===== src/rtl/alu_control_if.sv =====
// alu_control_if: request/response, slice-control and slice-feedback bundle for alu_control
interface alu_control_if #(parameter int WIDTH = 16);
    logic             start;
    logic [3:0]       opcode;
    logic [3:0]       sh_amt;
    logic             busy;
    logic             done;
    logic             sub;
    logic             zero_a;
    logic             c_in;
    logic             fa_out;
    logic             op_and;
    logic             op_or;
    logic             op_xor;
    logic             op_not;
    logic             op_nand;
    logic             op_nor;
    logic             sh8;
    logic             sh4;
    logic             sh2;
    logic             sh1;
    logic             sh_b;
    logic             sh_l;
    logic             sh_r;
    logic             sh_out;
    logic [WIDTH-1:0] alu_out;
    logic             c_out;
    logic             n_z;
    logic [WIDTH-1:0] result;
    logic             flag_z;
    logic             flag_c;
    logic             flag_n;
    modport master (
        output start, opcode, sh_amt, alu_out, c_out, n_z,
        input  busy, done, sub, zero_a, c_in, fa_out, op_and, op_or, op_xor, op_not, op_nand, op_nor,
               sh8, sh4, sh2, sh1, sh_b, sh_l, sh_r, sh_out, result, flag_z, flag_c, flag_n
    );
    modport slave (
        input  start, opcode, sh_amt, alu_out, c_out, n_z,
        output busy, done, sub, zero_a, c_in, fa_out, op_and, op_or, op_xor, op_not, op_nand, op_nor,
               sh8, sh4, sh2, sh1, sh_b, sh_l, sh_r, sh_out, result, flag_z, flag_c, flag_n
    );
endinterface


===== src/rtl/alu_control.sv =====
// alu_control: sequences one ALU operation across bit slices and captures result/flags.
// Optional macro ALU_CONTROL_CARRY_IN_EN makes ADC/SBC take CIn from FlagC.
module alu_control #(
    parameter int WIDTH  = 16,
    parameter int SETTLE = 1
) (
    input logic             clk,
    input logic             rst,
    alu_control_if.slave    bus
);
    typedef enum logic [2:0] {S_IDLE, S_DRIVE, S_SETTLE, S_CAPTURE, S_DONE} state_t;
    state_t           state;
    logic [2:0]       cnt;
    logic [3:0]       op;
    logic             arith;
    logic             shift;
    logic             cin;
    logic [17:0]      ctl_d;
    logic [17:0]      ctl_q;
    logic             busy;
    logic             done;
    logic [WIDTH-1:0] result;
    logic             flag_z;
    logic             flag_c;
    logic             flag_n;
    assign op = bus.opcode;
    // control vector order: sub, zero_a, c_in, fa_out, logic x6, shift amount x4, sh_b, sh_l, sh_r, sh_out
    always_comb begin
        arith = op inside {4'd0, 4'd1, 4'd2, 4'd3, 4'd14, 4'd15};
        shift = op inside {[4'd10:4'd13]};
`ifdef ALU_CONTROL_CARRY_IN_EN
        cin = op inside {4'd1, 4'd15} || (op inside {4'd2, 4'd3} && flag_c);
`else
        cin = op inside {4'd1, 4'd3, 4'd15};
`endif
        ctl_d = {op inside {4'd1, 4'd3, 4'd15}, op[3:1] == 3'b111, cin, arith,
                 op == 4'd4, op == 4'd5, op == 4'd6, op == 4'd7, op == 4'd8, op == 4'd9,
                 shift ? bus.sh_amt : 4'd0, shift && op[3:1] == 3'b110, shift && !op[0],
                 shift && op[0], shift};
    end
    always_ff @(posedge clk) begin
        if (rst) begin
            state  <= S_IDLE;
            cnt    <= '0;
            ctl_q  <= '0;
            busy   <= 1'b0;
            done   <= 1'b0;
            result <= '0;
            flag_z <= 1'b0;
            flag_c <= 1'b0;
            flag_n <= 1'b0;
        end else begin
            case (state)
                S_IDLE: if (bus.start) begin
                    state <= S_DRIVE;
                    ctl_q <= ctl_d;
                    busy  <= 1'b1;
                end
                S_DRIVE: begin
                    state <= SETTLE == 0 ? S_CAPTURE : S_SETTLE;
                    cnt   <= 3'(SETTLE - 1);
                end
                S_SETTLE: begin
                    cnt   <= cnt - 3'd1;
                    state <= cnt == 3'd0 ? S_CAPTURE : S_SETTLE;
                end
                S_CAPTURE: begin
                    state  <= S_DONE;
                    result <= bus.alu_out;
                    flag_n <= bus.alu_out[WIDTH-1];
                    // fa_out marks an arithmetic op: only then do the slice carry/zero chains mean anything
                    flag_z <= ctl_q[14] ? ~bus.n_z : bus.alu_out == '0;
                    flag_c <= ctl_q[14] ? bus.c_out : flag_c;
                    ctl_q  <= '0;
                    done   <= 1'b1;
                end
                S_DONE: begin
                    state <= S_IDLE;
                    busy  <= 1'b0;
                    done  <= 1'b0;
                end
                default: state <= S_IDLE;
            endcase
        end
    end
    assign {bus.sub, bus.zero_a, bus.c_in, bus.fa_out, bus.op_and, bus.op_or, bus.op_xor, bus.op_not,
            bus.op_nand, bus.op_nor, bus.sh8, bus.sh4, bus.sh2, bus.sh1, bus.sh_b, bus.sh_l, bus.sh_r,
            bus.sh_out} = ctl_q;
    assign bus.busy   = busy;
    assign bus.done   = done;
    assign bus.result = result;
    assign bus.flag_z = flag_z;
    assign bus.flag_c = flag_c;
    assign bus.flag_n = flag_n;
endmodule


===== src/flat_wrapper.sv =====
// flat-port wrapper written by rule: the top's interface ports become plain ports
module alu_control_flat 
#(
    parameter int WIDTH  = 16,
    parameter int SETTLE = 1
)
  (clk, rst, bus_start, bus_opcode, bus_sh_amt, bus_alu_out, bus_c_out, bus_n_z, bus_busy, bus_done, bus_sub, bus_zero_a, bus_c_in, bus_fa_out, bus_op_and, bus_op_or, bus_op_xor, bus_op_not, bus_op_nand, bus_op_nor, bus_sh8, bus_sh4, bus_sh2, bus_sh1, bus_sh_b, bus_sh_l, bus_sh_r, bus_sh_out, bus_result, bus_flag_z, bus_flag_c, bus_flag_n);
  alu_control_if #(.WIDTH(WIDTH)) bus_i ();
  input logic clk;
  input logic rst;
  input wire logic [$bits(bus_i.start)-1:0] bus_start;
  input wire logic [$bits(bus_i.opcode)-1:0] bus_opcode;
  input wire logic [$bits(bus_i.sh_amt)-1:0] bus_sh_amt;
  input wire logic [$bits(bus_i.alu_out)-1:0] bus_alu_out;
  input wire logic [$bits(bus_i.c_out)-1:0] bus_c_out;
  input wire logic [$bits(bus_i.n_z)-1:0] bus_n_z;
  output wire logic [$bits(bus_i.busy)-1:0] bus_busy;
  output wire logic [$bits(bus_i.done)-1:0] bus_done;
  output wire logic [$bits(bus_i.sub)-1:0] bus_sub;
  output wire logic [$bits(bus_i.zero_a)-1:0] bus_zero_a;
  output wire logic [$bits(bus_i.c_in)-1:0] bus_c_in;
  output wire logic [$bits(bus_i.fa_out)-1:0] bus_fa_out;
  output wire logic [$bits(bus_i.op_and)-1:0] bus_op_and;
  output wire logic [$bits(bus_i.op_or)-1:0] bus_op_or;
  output wire logic [$bits(bus_i.op_xor)-1:0] bus_op_xor;
  output wire logic [$bits(bus_i.op_not)-1:0] bus_op_not;
  output wire logic [$bits(bus_i.op_nand)-1:0] bus_op_nand;
  output wire logic [$bits(bus_i.op_nor)-1:0] bus_op_nor;
  output wire logic [$bits(bus_i.sh8)-1:0] bus_sh8;
  output wire logic [$bits(bus_i.sh4)-1:0] bus_sh4;
  output wire logic [$bits(bus_i.sh2)-1:0] bus_sh2;
  output wire logic [$bits(bus_i.sh1)-1:0] bus_sh1;
  output wire logic [$bits(bus_i.sh_b)-1:0] bus_sh_b;
  output wire logic [$bits(bus_i.sh_l)-1:0] bus_sh_l;
  output wire logic [$bits(bus_i.sh_r)-1:0] bus_sh_r;
  output wire logic [$bits(bus_i.sh_out)-1:0] bus_sh_out;
  output wire logic [$bits(bus_i.result)-1:0] bus_result;
  output wire logic [$bits(bus_i.flag_z)-1:0] bus_flag_z;
  output wire logic [$bits(bus_i.flag_c)-1:0] bus_flag_c;
  output wire logic [$bits(bus_i.flag_n)-1:0] bus_flag_n;
  assign bus_i.start = bus_start;
  assign bus_i.opcode = bus_opcode;
  assign bus_i.sh_amt = bus_sh_amt;
  assign bus_i.alu_out = bus_alu_out;
  assign bus_i.c_out = bus_c_out;
  assign bus_i.n_z = bus_n_z;
  assign bus_busy = bus_i.busy;
  assign bus_done = bus_i.done;
  assign bus_sub = bus_i.sub;
  assign bus_zero_a = bus_i.zero_a;
  assign bus_c_in = bus_i.c_in;
  assign bus_fa_out = bus_i.fa_out;
  assign bus_op_and = bus_i.op_and;
  assign bus_op_or = bus_i.op_or;
  assign bus_op_xor = bus_i.op_xor;
  assign bus_op_not = bus_i.op_not;
  assign bus_op_nand = bus_i.op_nand;
  assign bus_op_nor = bus_i.op_nor;
  assign bus_sh8 = bus_i.sh8;
  assign bus_sh4 = bus_i.sh4;
  assign bus_sh2 = bus_i.sh2;
  assign bus_sh1 = bus_i.sh1;
  assign bus_sh_b = bus_i.sh_b;
  assign bus_sh_l = bus_i.sh_l;
  assign bus_sh_r = bus_i.sh_r;
  assign bus_sh_out = bus_i.sh_out;
  assign bus_result = bus_i.result;
  assign bus_flag_z = bus_i.flag_z;
  assign bus_flag_c = bus_i.flag_c;
  assign bus_flag_n = bus_i.flag_n;
  alu_control #(.WIDTH(WIDTH), .SETTLE(SETTLE)) u_core (.clk(clk), .rst(rst), .bus(bus_i));
endmodule

===== config.mk =====
export PLATFORM = sky130hd
export DESIGN_NAME = alu_control_flat
export DESIGN_NICKNAME = d
export VERILOG_FILES = /design/src/rtl/alu_control_if.sv /design/src/rtl/alu_control.sv /design/src/flat_wrapper.sv
export SDC_FILE = /design/constraint.sdc
export NUM_CORES = 1
export LEC_CHECK = 0
export CAP_MARGIN = 0
export CORE_UTILIZATION = 43
export CTS_CLUSTER_SIZE = 10
export DETAILED_ROUTE_END_ITERATION = 6
export PLACE_DENSITY = 0.91
export SLEW_MARGIN = 20
export SYNTH_ARGS = -nofsm -noshare
export SYNTH_HDL_FRONTEND = slang
export SYNTH_SLANG_ARGS = --single-unit

===== constraint.sdc =====
create_clock -name clk -period 1.8 [get_ports clk]
set_input_delay 0.27 -clock clk [delete_from_list [all_inputs] [get_ports clk]]
set_output_delay 0.27 -clock clk [all_outputs]
set_load 0.005 [all_outputs]

## After elaboration in Yosys (flattened, before gate mapping)

Cells that the tools add are included.

| cells by class | value |
|---|---|
| $add $sub $neg | 1 |
| mux-type cells | 11 |
| magnitude comparators | 2 |
| equality and inequality tests | 18 |
| bitwise operators | 1 |
| reductions and logical operators | 18 |

Operators by type and width:

| kind | number |
|---|---|
| 18-bit one-hot mux with 2 select lines | 1 |
| 18-bit two-way mux | 1 |
| 4-bit by 3-bit == test with 1-bit output (second input constant) | 4 |
| 4-bit == test (second input constant) | 4 |
| 16-bit logical NOT | 1 |
| 3-bit one-hot mux with 4 select lines | 1 |
| 3-bit == test (second input constant) | 3 |
| 4-bit by 2-bit == test with 1-bit output (second input constant) | 2 |
| 2-bit nonzero test | 4 |
| 3-bit by 2-bit == test with 1-bit output (second input constant) | 2 |
| 3-bit logical NOT | 2 |
| 3-bit one-hot mux with 2 select lines | 1 |
| 2-bit AND reduction | 3 |
| 6-bit nonzero test | 1 |
| 4-bit by 1-bit == test with 1-bit output (second input constant) | 1 |
| 4-bit >= comparator (second input constant) | 1 |
| 4-bit less-or-equal comparator (second input constant) | 1 |
| 1-bit logical AND | 4 |
| 4-bit logical NOT | 1 |
| 4-bit two-way mux | 1 |
| 1-bit one-hot mux with 2 select lines | 2 |
| 3-bit by 1-bit == test with 1-bit output (second input constant) | 1 |
| 1-bit two-way mux | 3 |
| 3-bit two-way mux | 1 |
| 5 further kinds | 5 |

| word-level totals | value |
|---|---|
| register bits | 45 |
| bits of input ports | 29 |
| logic and storage cells | 60 |

## Depth between registers and ports, before layout

| depth | value |
|---|---|
| word-level depth | 5 |
| depth in mapped cells | 6 |
| mapped depth without buffers | 6 |

## Worst setup path after synthesis

Ideal clock, no wire load.

| timing path | value |
|---|---|
| path kind | flip-flop to flip-flop |
| from | register u_core.state[1] |
| to | register u_core.ctl_q[10] |
| cell stages (with the launch flop) | 5 |
| slack | 338 ps |
| arrival | 1391 ps |
| required time | 1729 ps |
| buffers on the path | 1 |
| library setup time | 71 ps |
| cell sequence | dfxtp_1 > buf_6 > or4b_4 > or3_1 > a21oi_1 |

| on the way | value |
|---|---|
| word-level cells in the longest chain between the ends | 3 |
| elaborated cells between the ends (all ways) | 6 |
| those cells by class | eq/ne (2); mux (1); reduce/logical (3) |

Ends and longest elaborated chain:

| what | line | text |
|---|---|---|
| start: declaration | alu_control.sv:12 | `state_t state;` |
| start signal: assignment | alu_control.sv:60 | `state <= SETTLE == 0 ? S_CAPTURE : S_SETTLE;` |
| start signal: assignment | alu_control.sv:65 | `state <= cnt == 3'd0 ? S_CAPTURE : S_SETTLE;` |
| 3-bit by 2-bit == test with 1-bit output / 3-bit logical NOT (equally long branches) | alu_control.sv:53 | `case (state)` |
| 2-bit nonzero test (no line) / 2-bit inequality test (equally long branches) | - |  |
| 2-bit AND reduction (no line) | - |  |
| end signal: assignment | alu_control.sv:56 | `ctl_q <= ctl_d;` |
| end: declaration | alu_control.sv:19 | `logic [17:0] ctl_q;` |

Several ways; a longest one is shown, not always the timed one.
A chain may end at the register's enable or synchronous reset.

## Worst setup path after layout

| timing path | value |
|---|---|
| from | register u_core.state[0] |
| to | register u_core.ctl_q[2] |

The elaborated chain is that of the path after synthesis.

==> run metrics <==
status completed; Die H 66.4 um; Via density 5.11; Initial DRC Count 173; R2R Setup Slk 0.17 ns; fin crit period 1.63 ns; CTS Sinks 43; leakage power 0.919 nW; Critical R2R Capture u_core.ctl_q[2]$_SDFFE_PP0P_; TritonCTS clock tree built; # resized after CTS 0; Die X 66.4 um; share of cells above drive strength 1 7.55%; clock transition at the registers of the reported paths 0.08 ns; clock latency on the worst-skew pair 0.29 ns; vias in the first global route 1501; Reg area 861 um2; Pwr Density 818 nW/um2; TritonCTS Buffers 5; Max Clk Rate 614 MHz; final setup fails 0; antenna viol nets, final 0; worst hold endpoint u_core.ctl_q[3]$_SDFFE_PP0P_; most frequent cells after synthesis nand2_1 (45), dfxtp_1 (43), a21oi_1 (32); Sum Neg Setup Slack 0 ns; Max-slew headroom 57.7%; CTS Buffer Depth 2; DPL Wire Length 2940 um; Synth area leaders dfxtp_1 (48%), nand2_1 (9.5%), a21oi_1 (9.0%); largest net degree at the start of global routing 18; MaxCap Viol Count 0; # DRC 0; fillers 346; CTS Root Cell clkbuf_8; CP max stage delay 0.54 ns; Post-CTS Setup Bufs 0; RSZ-0062 raised after global routing no; min-delay src u_core.ctl_q[3]$_SDFFE_PP0P_; final worst path period share 90.4%; Yosys reg bits 43; register area share after synthesis 48.2%; ant diodes 0; die area 4410 um2; Post-Route WL 3970 um; RD Place Congestion 0.784; share of the synthesized area in the top cell type 48.2%; I/O pin cnt 68; CP Capture Type flop; Starting Density 44.6%; setup ws final 0.172 ns; Port-buffer cells 67; Setup crit start kind flop; hold path cells 2; synth unique cells 38; Slew @ Worst Pin 0.630 ns; crit-path max FO 8; Peak VDD IR 0.492 mV; total number of vias 1675; area used by multi-input combinational logic 818 um2; Design Power 2.14 mW; worst slack, placed -0.0703 ns; critical path's slowest cell nor3_1; Post-Syn Area 1780 um2; fin util 65.5%; crit path kind reg -> reg; ys async rst share 0%; synth warn 0; Tightest Hold Check Type reg -> reg; nets 308; number of flops mapped to enable cells by yosys 0; worst r2r path cells 4; initial antenna violation count 0; fin. max-slew vios 0; Crit path required time 2.04 ns; Synth-to-Final Area Change 46.8%; reg-to-reg startpoint u_core.state[0]$_SDFFE_PP0P_; Synth Flop Type dfxtp_1; Worst Path Arrival 1.87 ns; clock skew 0.00536 ns; core area 4000 um2; Synth Net Count 241; first-pass GRT wire length 6520 um; count leader, synth nand2_1; 1st-pass router iterations 4; Gate Count Post-Synth 210; Total GRT Usage 19.6%; Synth area leader dfxtp_1; # hold bufs at CTS 0; crit-path cells buf_4 > and3b_1 > nor3_1 > a22o_1; H-tree lvl count 2; GRT overflow 0; mean routed wirelength per cell 12.1 um; Rows 23; Final Hold Vio Count 0; synthesized area per cell 8.50 um2
==> layout by cell type (no fill, tap or decap), drive strengths merged, types with 2 or more instances in the layout <==
master / Yosys / final
o21bai: 3 / 3
nand4: 3 / 3
nor2b: 6 / 6
inv: 7 / 7
buf: 9 / 9
or3: 2 / 2
nor4: 4 / 4
a21oi: 32 / 32
o21ai: 4 / 4
clkinv: 0 / 2
a32o: 6 / 6
nor3: 4 / 4
nand3b: 2 / 2
nor3b: 4 / 4
clkdlybuf4s50: 0 / 67
dfxtp: 43 / 43
nor2: 5 / 5
nand2: 45 / 45
ha: 2 / 2
clkbuf: 7 / 5
nand3: 6 / 6
==> critical path, delay by kind of cell (launching register included) <==
kind / cells / cell delay, ns
DFF: 1 / 0.40
buffers and inverters: 1 / 0.20
AOI/OAI and AO/OA: 1 / 0.23
and+or+nand+nor: 2 / 0.75
==> where the power goes <==
| part | internal, mW | total [mW] | switching [mW] |
|---|---|---|---|
| clock | 0.413 | 0.733 | 0.321 |
| combinational | 0.209 | 0.372 | 0.163 |
| sequential | 0.995 | 1.04 | 0.0402 |
==> cells by family (layout without fill, tap and decap cells) <==
logic type | count (synthesis) | in the layout | synth area share, %
AOI/OAI and AO/OA | 50 | 50 | 17.0
xor gates and xnor gates | 2 | 2 | 0.982
adders and majority gates | 2 | 2 | 1.40
buffers and inverters | 23 | 91 | 5.89
DFF | 43 | 43 | 48.2
muxes | 1 | 1 | 0.561
and+or+nand+nor | 89 | 89 | 25.9
==> per-layer routing <==
metal  up-vias  part of all wire [%]  wire [um]  GRT usage, %
li1        862                     -          -             -
met1       757                    43       1720          22.9
met2        51                    49       1930          33.0
met3         5                   6.7        265          6.21
met4         0                   1.3         51          7.98
met5         -                     0          0             0
==> state kept, by name, indices dropped and copies added, names as in the netlist <==
signal,cells
u_core.bus.done,1
u_core.cnt,3
u_core.bus.result,15
u_core.bus.flag_c,1
u_core.bus.flag_n,1
u_core.bus.flag_z,1
u_core.bus.busy,1
u_core.ctl_q,17
u_core.state,3
==> layout make-up <==
type / instances / area share, %
repair buffers: 76 / 28.2
multi-input cells: 144 / 31.2
well taps: 50 / 2.39
flip-flops and latches: 43 / 32.9
clock inverters: 3 / 1.67
inverters: 7 / 1.00
clock buffers: 5 / 2.63
==> through the flow <==
step                area, um2  std cells  hold WS, ns
global route             2620        328        0.473
floorplan                1780        210        0.406
finish                   2620        328        0.455
CTS                      2620        328        0.456
global placement         2510        320        0.441
detailed placement       2510        320        0.446
==> worst max-delay path by stage <==
stage	slack, ns	endpoint	from
after floorplan	0.34	u_core.ctl_q[10]$_SDFFE_PP0P_	u_core.state[1]$_SDFFE_PP0P_
after global placement	-0.04	u_core.ctl_q[10]$_SDFFE_PP0P_	bus_start
after detailed placement	-0.07	u_core.ctl_q[10]$_SDFFE_PP0P_	bus_start
final	0.17	u_core.ctl_q[2]$_SDFFE_PP0P_	u_core.state[0]$_SDFFE_PP0P_
after CTS	0.16	u_core.ctl_q[2]$_SDFFE_PP0P_	u_core.state[0]$_SDFFE_PP0P_
after global routing	0.009	u_core.ctl_q[2]$_SDFFE_PP0P_	u_core.state[0]$_SDFFE_PP0P_
No activity file was read; power rests on OpenSTA's default activity.
